[src/rtl/rv_pipeline_pkg.sv]
// Constants shared by the RISC-V pipeline stages.
package rv_pipeline_pkg;

  localparam int unsigned XLEN      = 32;
  localparam logic [31:0] NOP_INSTR = 32'h0000_0013;  // addi x0, x0, 0
  localparam logic [31:0] RESET_PC  = 32'h0000_0000;
  localparam int unsigned PC_STEP   = 4;

endpackage

[src/rtl/pc_next_gen.sv]
// Next-PC selection: redirect beats stall, stall beats sequential increment.
module pc_next_gen #(
  parameter int unsigned XLEN = 32
) (
  input  logic [XLEN-1:0] pc_i,
  input  logic            stall_i,
  input  logic            redirect_i,
  input  logic [XLEN-1:0] redirect_pc_i,
  output logic [XLEN-1:0] pc_next_o,
  output logic            misaligned_o
);
  import rv_pipeline_pkg::*;

  // Priority mux; redirect targets are forced to a word boundary.
  always_comb begin
    pc_next_o = pc_i + XLEN'(PC_STEP);
    if (redirect_i) begin
      pc_next_o = {redirect_pc_i[XLEN-1:2], 2'b00};
    end else if (stall_i) begin
      pc_next_o = pc_i;
    end
  end

  assign misaligned_o = redirect_i & (|redirect_pc_i[1:0]);

endmodule

[src/rtl/if_fetch_stage.sv]
// Instruction fetch stage: PC register, fetch address and IF/ID pipeline register.
module if_fetch_stage #(
  parameter int unsigned     XLEN       = rv_pipeline_pkg::XLEN,
  parameter logic [XLEN-1:0] RESET_PC   = XLEN'(rv_pipeline_pkg::RESET_PC),
  parameter int unsigned     IMEM_WORDS = 1024
) (
  input  logic            clk,
  input  logic            reset,
  input  logic            stall_i,
  input  logic            flush_i,
  input  logic            redirect_i,
  input  logic [XLEN-1:0] redirect_pc_i,
  input  logic [31:0]     imem_instruction_i,
  output logic [XLEN-1:0] imem_pc_o,
  output logic [XLEN-1:0] ifid_pc_o,
  output logic [XLEN-1:0] ifid_pc4_o,
  output logic [31:0]     ifid_instr_o,
  output logic            ifid_valid_o,
  output logic            fetch_fault_o
);
  import rv_pipeline_pkg::*;

  // One extra bit so the byte limit never overflows the compare.
  localparam logic [XLEN:0] IMEM_LIMIT = (XLEN+1)'(IMEM_WORDS) << 2;

  logic [XLEN-1:0] pc_q, pc_d;
  logic [XLEN-1:0] ifid_pc_q, ifid_pc_d;
  logic [31:0]     ifid_instr_q, ifid_instr_d;
  logic            ifid_valid_q, ifid_valid_d;
  logic            fault_q, fault_d;
  logic            misaligned;
  logic            out_of_range;
  logic            squash;

  pc_next_gen #(
    .XLEN (XLEN)
  ) u_pc_next_gen (
    .pc_i          (pc_q),
    .stall_i       (stall_i),
    .redirect_i    (redirect_i),
    .redirect_pc_i (redirect_pc_i),
    .pc_next_o     (pc_d),
    .misaligned_o  (misaligned)
  );

  assign out_of_range = {1'b0, pc_q} >= IMEM_LIMIT;
  assign squash       = redirect_i | flush_i;

  // IF/ID next state: squash > stall > capture; out-of-range fetches become bubbles.
  always_comb begin
    ifid_pc_d    = ifid_pc_q;
    ifid_instr_d = ifid_instr_q;
    ifid_valid_d = ifid_valid_q;
    if (squash) begin
      ifid_pc_d    = pc_q;
      ifid_instr_d = NOP_INSTR;
      ifid_valid_d = 1'b0;
    end else if (!stall_i) begin
      ifid_pc_d    = pc_q;
      ifid_instr_d = out_of_range ? NOP_INSTR : imem_instruction_i;
      ifid_valid_d = ~out_of_range;
    end
  end

  // Fault only counts fetches actually consumed, so a held or squashed fetch cannot re-fire it.
  always_comb begin
    fault_d = misaligned | (out_of_range & ~squash & ~stall_i);
  end

  // PC, IF/ID and fault registers.
  always_ff @(posedge clk or posedge reset) begin
    if (reset) begin
      pc_q         <= RESET_PC;
      ifid_pc_q    <= '0;
      ifid_instr_q <= NOP_INSTR;
      ifid_valid_q <= 1'b0;
      fault_q      <= 1'b0;
    end else begin
      pc_q         <= pc_d;
      ifid_pc_q    <= ifid_pc_d;
      ifid_instr_q <= ifid_instr_d;
      ifid_valid_q <= ifid_valid_d;
      fault_q      <= fault_d;
    end
  end

  assign imem_pc_o     = pc_q;
  assign ifid_pc_o     = ifid_pc_q;
  assign ifid_pc4_o    = ifid_pc_q + XLEN'(PC_STEP);
  assign ifid_instr_o  = ifid_instr_q;
  assign ifid_valid_o  = ifid_valid_q;
  assign fetch_fault_o = fault_q;

endmodule

[config.mk]
export PLATFORM = sky130hd
export DESIGN_NAME = if_fetch_stage
export DESIGN_NICKNAME = d
export VERILOG_FILES = /design/src/rtl/rv_pipeline_pkg.sv /design/src/rtl/pc_next_gen.sv /design/src/rtl/if_fetch_stage.sv
export SDC_FILE = /design/constraint.sdc
export NUM_CORES = 1
export LEC_CHECK = 0
export ABC_AREA = 0
export ABC_CLOCK_PERIOD_IN_PS = 5800
export CAP_MARGIN = 20
export CORE_ASPECT_RATIO = 1.5
export CORE_MARGIN = 3
export CORE_UTILIZATION = 47
export DETAILED_ROUTE_END_ITERATION = 10
export PLACE_DENSITY_LB_ADDON = 0.2
export SYNTH_ARGS = -nofsm -noshare
export SYNTH_HDL_FRONTEND = slang
export SYNTH_SLANG_ARGS = --single-unit
[constraint.sdc]
create_clock -name clk -period 5.8 [get_ports clk]
set_clock_uncertainty 0.1 [all_clocks]
set_input_delay 1.16 -clock clk [delete_from_list [all_inputs] [get_ports clk]]
set_output_delay 1.16 -clock clk [all_outputs]
set_load 0.005 [all_outputs]
==> summary.txt <==
Power
  – VDD IR max: 0.168 mV
  – Net Sw Frac: 0.255
  – Switching pwr: approximately 460 µW
  – Logic pwr share: 0.192
  – Internal power: between 1000 and 1500 µW
  – Sequential share of power: 0.437
  – P_leak: around 0.0030 µW
  – Pwr per Cell Area: 251 mW/mm²
  – Clk network pwr share: 0.371

Floorplanning
  – DIE AREA: around 0.011 mm²
  – Initial Utilization: 0.487
  – I/O pin total: 199
  – Die Y: 129 µm
  – Core Footprint: 0.00980 mm²
  – Die Width: 88.3 µm
  – # rows: 44

Drt
  – DRC violations left: 0
  – 1st-iter DRT viols: between 200 and 300
  – Total number of vias: between 4k and 5k
  – ANT nets after route: 0
  – WL per Instance: 17.6 µm
  – Drt first pass iters: 5
  – Vias per cell: 5.63
  – DRT Wirelength: 14.4 mm

Clocking
  – CTS tree: yes
  – Clock sink count: 94
  – Post-CTS Hold Buffers: 0
  – Max clock buf depth: 2
  – Setup bufs post-CTS: 0
  – Skew-Pair Late Insertion Delay: 0.34 ns
  – CTS Root Cell: clkbuf_16
  – CTS Buf Count: 9
  – Clk slew on worst S/H paths: 0.06 ns
  – # resized after CTS: 0
  – CTS H-Tree Depth: 3

Worst setup path
  – Worst Path Max Fanout: 10
  – Reg-to-Reg Start: imem_pc_o[2]
  – Startpoint Class: flop
  – CP arrival: 2.76 ns
  – Worst Setup End Kind: output pin
  – Setup crit start: ifid_pc_o[7]
  – WP data required: approximately 4.5 ns
  – Crit Path Class: flop to output pin

Final layout
  – Share of cells above drive strength 1: 0.0484
  – Finished Cell Area: slightly above 0.007 mm²
  – Nets: between 700 and 800
  – Fin util: 0.726
  – Area delta synth->final: 49.1%
  – Ant diodes: 0
  – Most common cell after layout, fill and taps aside: clkdlybuf4s50_1
  – Most frequent cells in the layout: clkdlybuf4s50_1 (192), nand2_1 (116), dfrtp_1 (91)

Logic synthesis
  – Area share of fa/ha/maj cells after synthesis: 0.00787
  – Netlist cell types: 44
  – Synth top area share: 0.477
  – Largest family of logic cells by synthesized area: simple AND/OR/NAND/NOR gates
  – Top post-synthesis cells by area: dfrtp_1 (48%), nand2_1 (9.1%), a22o_1 (5.3%)
  – Main synth FF type: dfrtp_1
  – Post-synth ARST share: 1.00
  – Synth Register Bits: 94
  – Fraction of synthesized area in multiplexers: 0.00210
  – Synth warn: 0
  – Sequential share of the synthesized area: 0.494
  – Post-Synth Simple-Gate Area: 0.250
  – Biggest area consumer among synthesized cells: dfrtp_1
  – Gate Count Post-Synth: 516
  – Syn avg cell area: 9.25 µm²
  – Xor/xnor cell area share of the yosys netlist: 0.0716
  – Cell Area, Synth: around 0.0048 mm²
  – Compound-Gate Fraction of Synth Area: 0.129
  – Post-synth EDFFs: 0

GRT
  – GR peak layer: met2
  – Met2 Use GR: 0.446
  – GR Util met3: 0.0407
  – Vias in the first global route: 4,455
  – First-pass GRT wire length: 22.5 mm
  – Total grt overflow: 0
  – GR Util met1: 0.306
  – Initial antenna violation count: 0
  – Largest net degree at the start of global routing: ~70
  – GRT Util Overall: 0.252

Min path
  – Hold crit path type: flop to flop
  – Hold_sp: ifid_valid_o

STA
  – Final min period: 4.02 ns
  – Worst slew pin tran: 1.05 ns
  – Max Freq: 249 MHz
  – Final Hold Viols: 0
  – Max transition margin: 0.292
  – TNS Setup: 0 ns
  – Slew Limit Fails: 0
  – Fin crit share: 0.693
  – RSZ-0062 raised after global routing: false
  – Final setup viols: 0

Placement
  – Placer Congestion: 0.911
  – HPWL Detailed: 10.8 mm
  – Port Buffer Count: between 150 and 200
  – Placed Area: 0.00676 mm²

Job
  – Max-cap violations: 0

Run status
  – Status: complete, no violations
## power groups by stage
stage                     registers, µW  logic (µW)  clock network (µW)
final                               781         342                 664
after global routing                790         372                 698
after CTS                           780         346                 674
after detailed placement            791         344                   0
after global placement              787         336                   0
after floorplan                     774         123                   0
## worst max-delay path, stage by stage, from the launching register on
cell,delay [ns]
dfrtp_1,0.44
nand3_1,0.19
nor4_2,0.83
nand4_1,0.20
xnor2_1,0.21
clkdlybuf4s50_1,0.55
## worst paths after layout
kind	endpoint	slack, ns	cells after the start
worst max-delay path	ifid_pc4_o[15]	1.78	5
worst min-delay path	ifid_valid_o	0.39	1
max in group asynchronous	imem_pc_o[14]	3.87	3
min in group asynchronous	ifid_valid_o	1.09	2
worst min register to register	ifid_valid_o	0.39	1
worst max register to register	imem_pc_o[22]	3.18	5
## cells in the mapped netlist (2+ instances only)
master and count:
or3_1 4, o311ai_0 7, nand4_1 15, nor3_1 8, inv_1 16, buf_6 2, a22o_1 29, o31ai_1 7
o211ai_1 2, nand2_1 116, nor2_1 29, xnor2_1 28, nand3_1 29, clkbuf_1 20, ha_1 3, nor4_1 10
a21oi_1 4, or2_2 2, buf_4 6, dfrtp_1 91, and4_1 5, nand4_2 2, o21ai_0 24, buf_2 2
xor2_1 11, dfstp_2 3, and2_1 3, or4_1 9, a31oi_1 9, and3_1 6
## through the flow
step                      setup WS [ns]  hold slack (ns)  instances  power [µW]
after floorplan                    2.10            0.374        521         896
after global placement             1.79            0.359        799        1120
after detailed placement           2.08            0.379        801        1140
after CTS                          1.72            0.393        817        1800
after global routing               1.55            0.414        818        1860
final                              1.78            0.390        818        1790
## area by class of cell
type                       count  area (µm²)
clock buffer                  10         229
clock inverter                 6         111
fill                         745        2680
inverter                      16        62.6
multi-input combinational    380        2220
sequential                    94        2360
tap                          115         144
timing repair buffer         197        1990
## routing by layer
layer	share of wire	vias to the layer above	routed length, µm
li1	-	2177	-
met1	0.38	2194	5510
met2	0.52	216	7500
met3	0.073	21	1040
met4	0.022	0	314
met5	0	-	0
## cells by family after synthesis
group / count (synthesis)
compound gates: 86
fa+ha+maj: 3
xor+xnor: 39
flops: 94
buf+inv: 47
simple gates: 245
other cells: 1
mux: 1
## registers in the layout, summed over array words and instances (netlist names)
register,cells
fetch_fault_o,1
ifid_instr_o,32
ifid_pc_o,30
ifid_valid_o,1
imem_pc_o,30
Note: power is estimated with default switching activity, not from simulation.
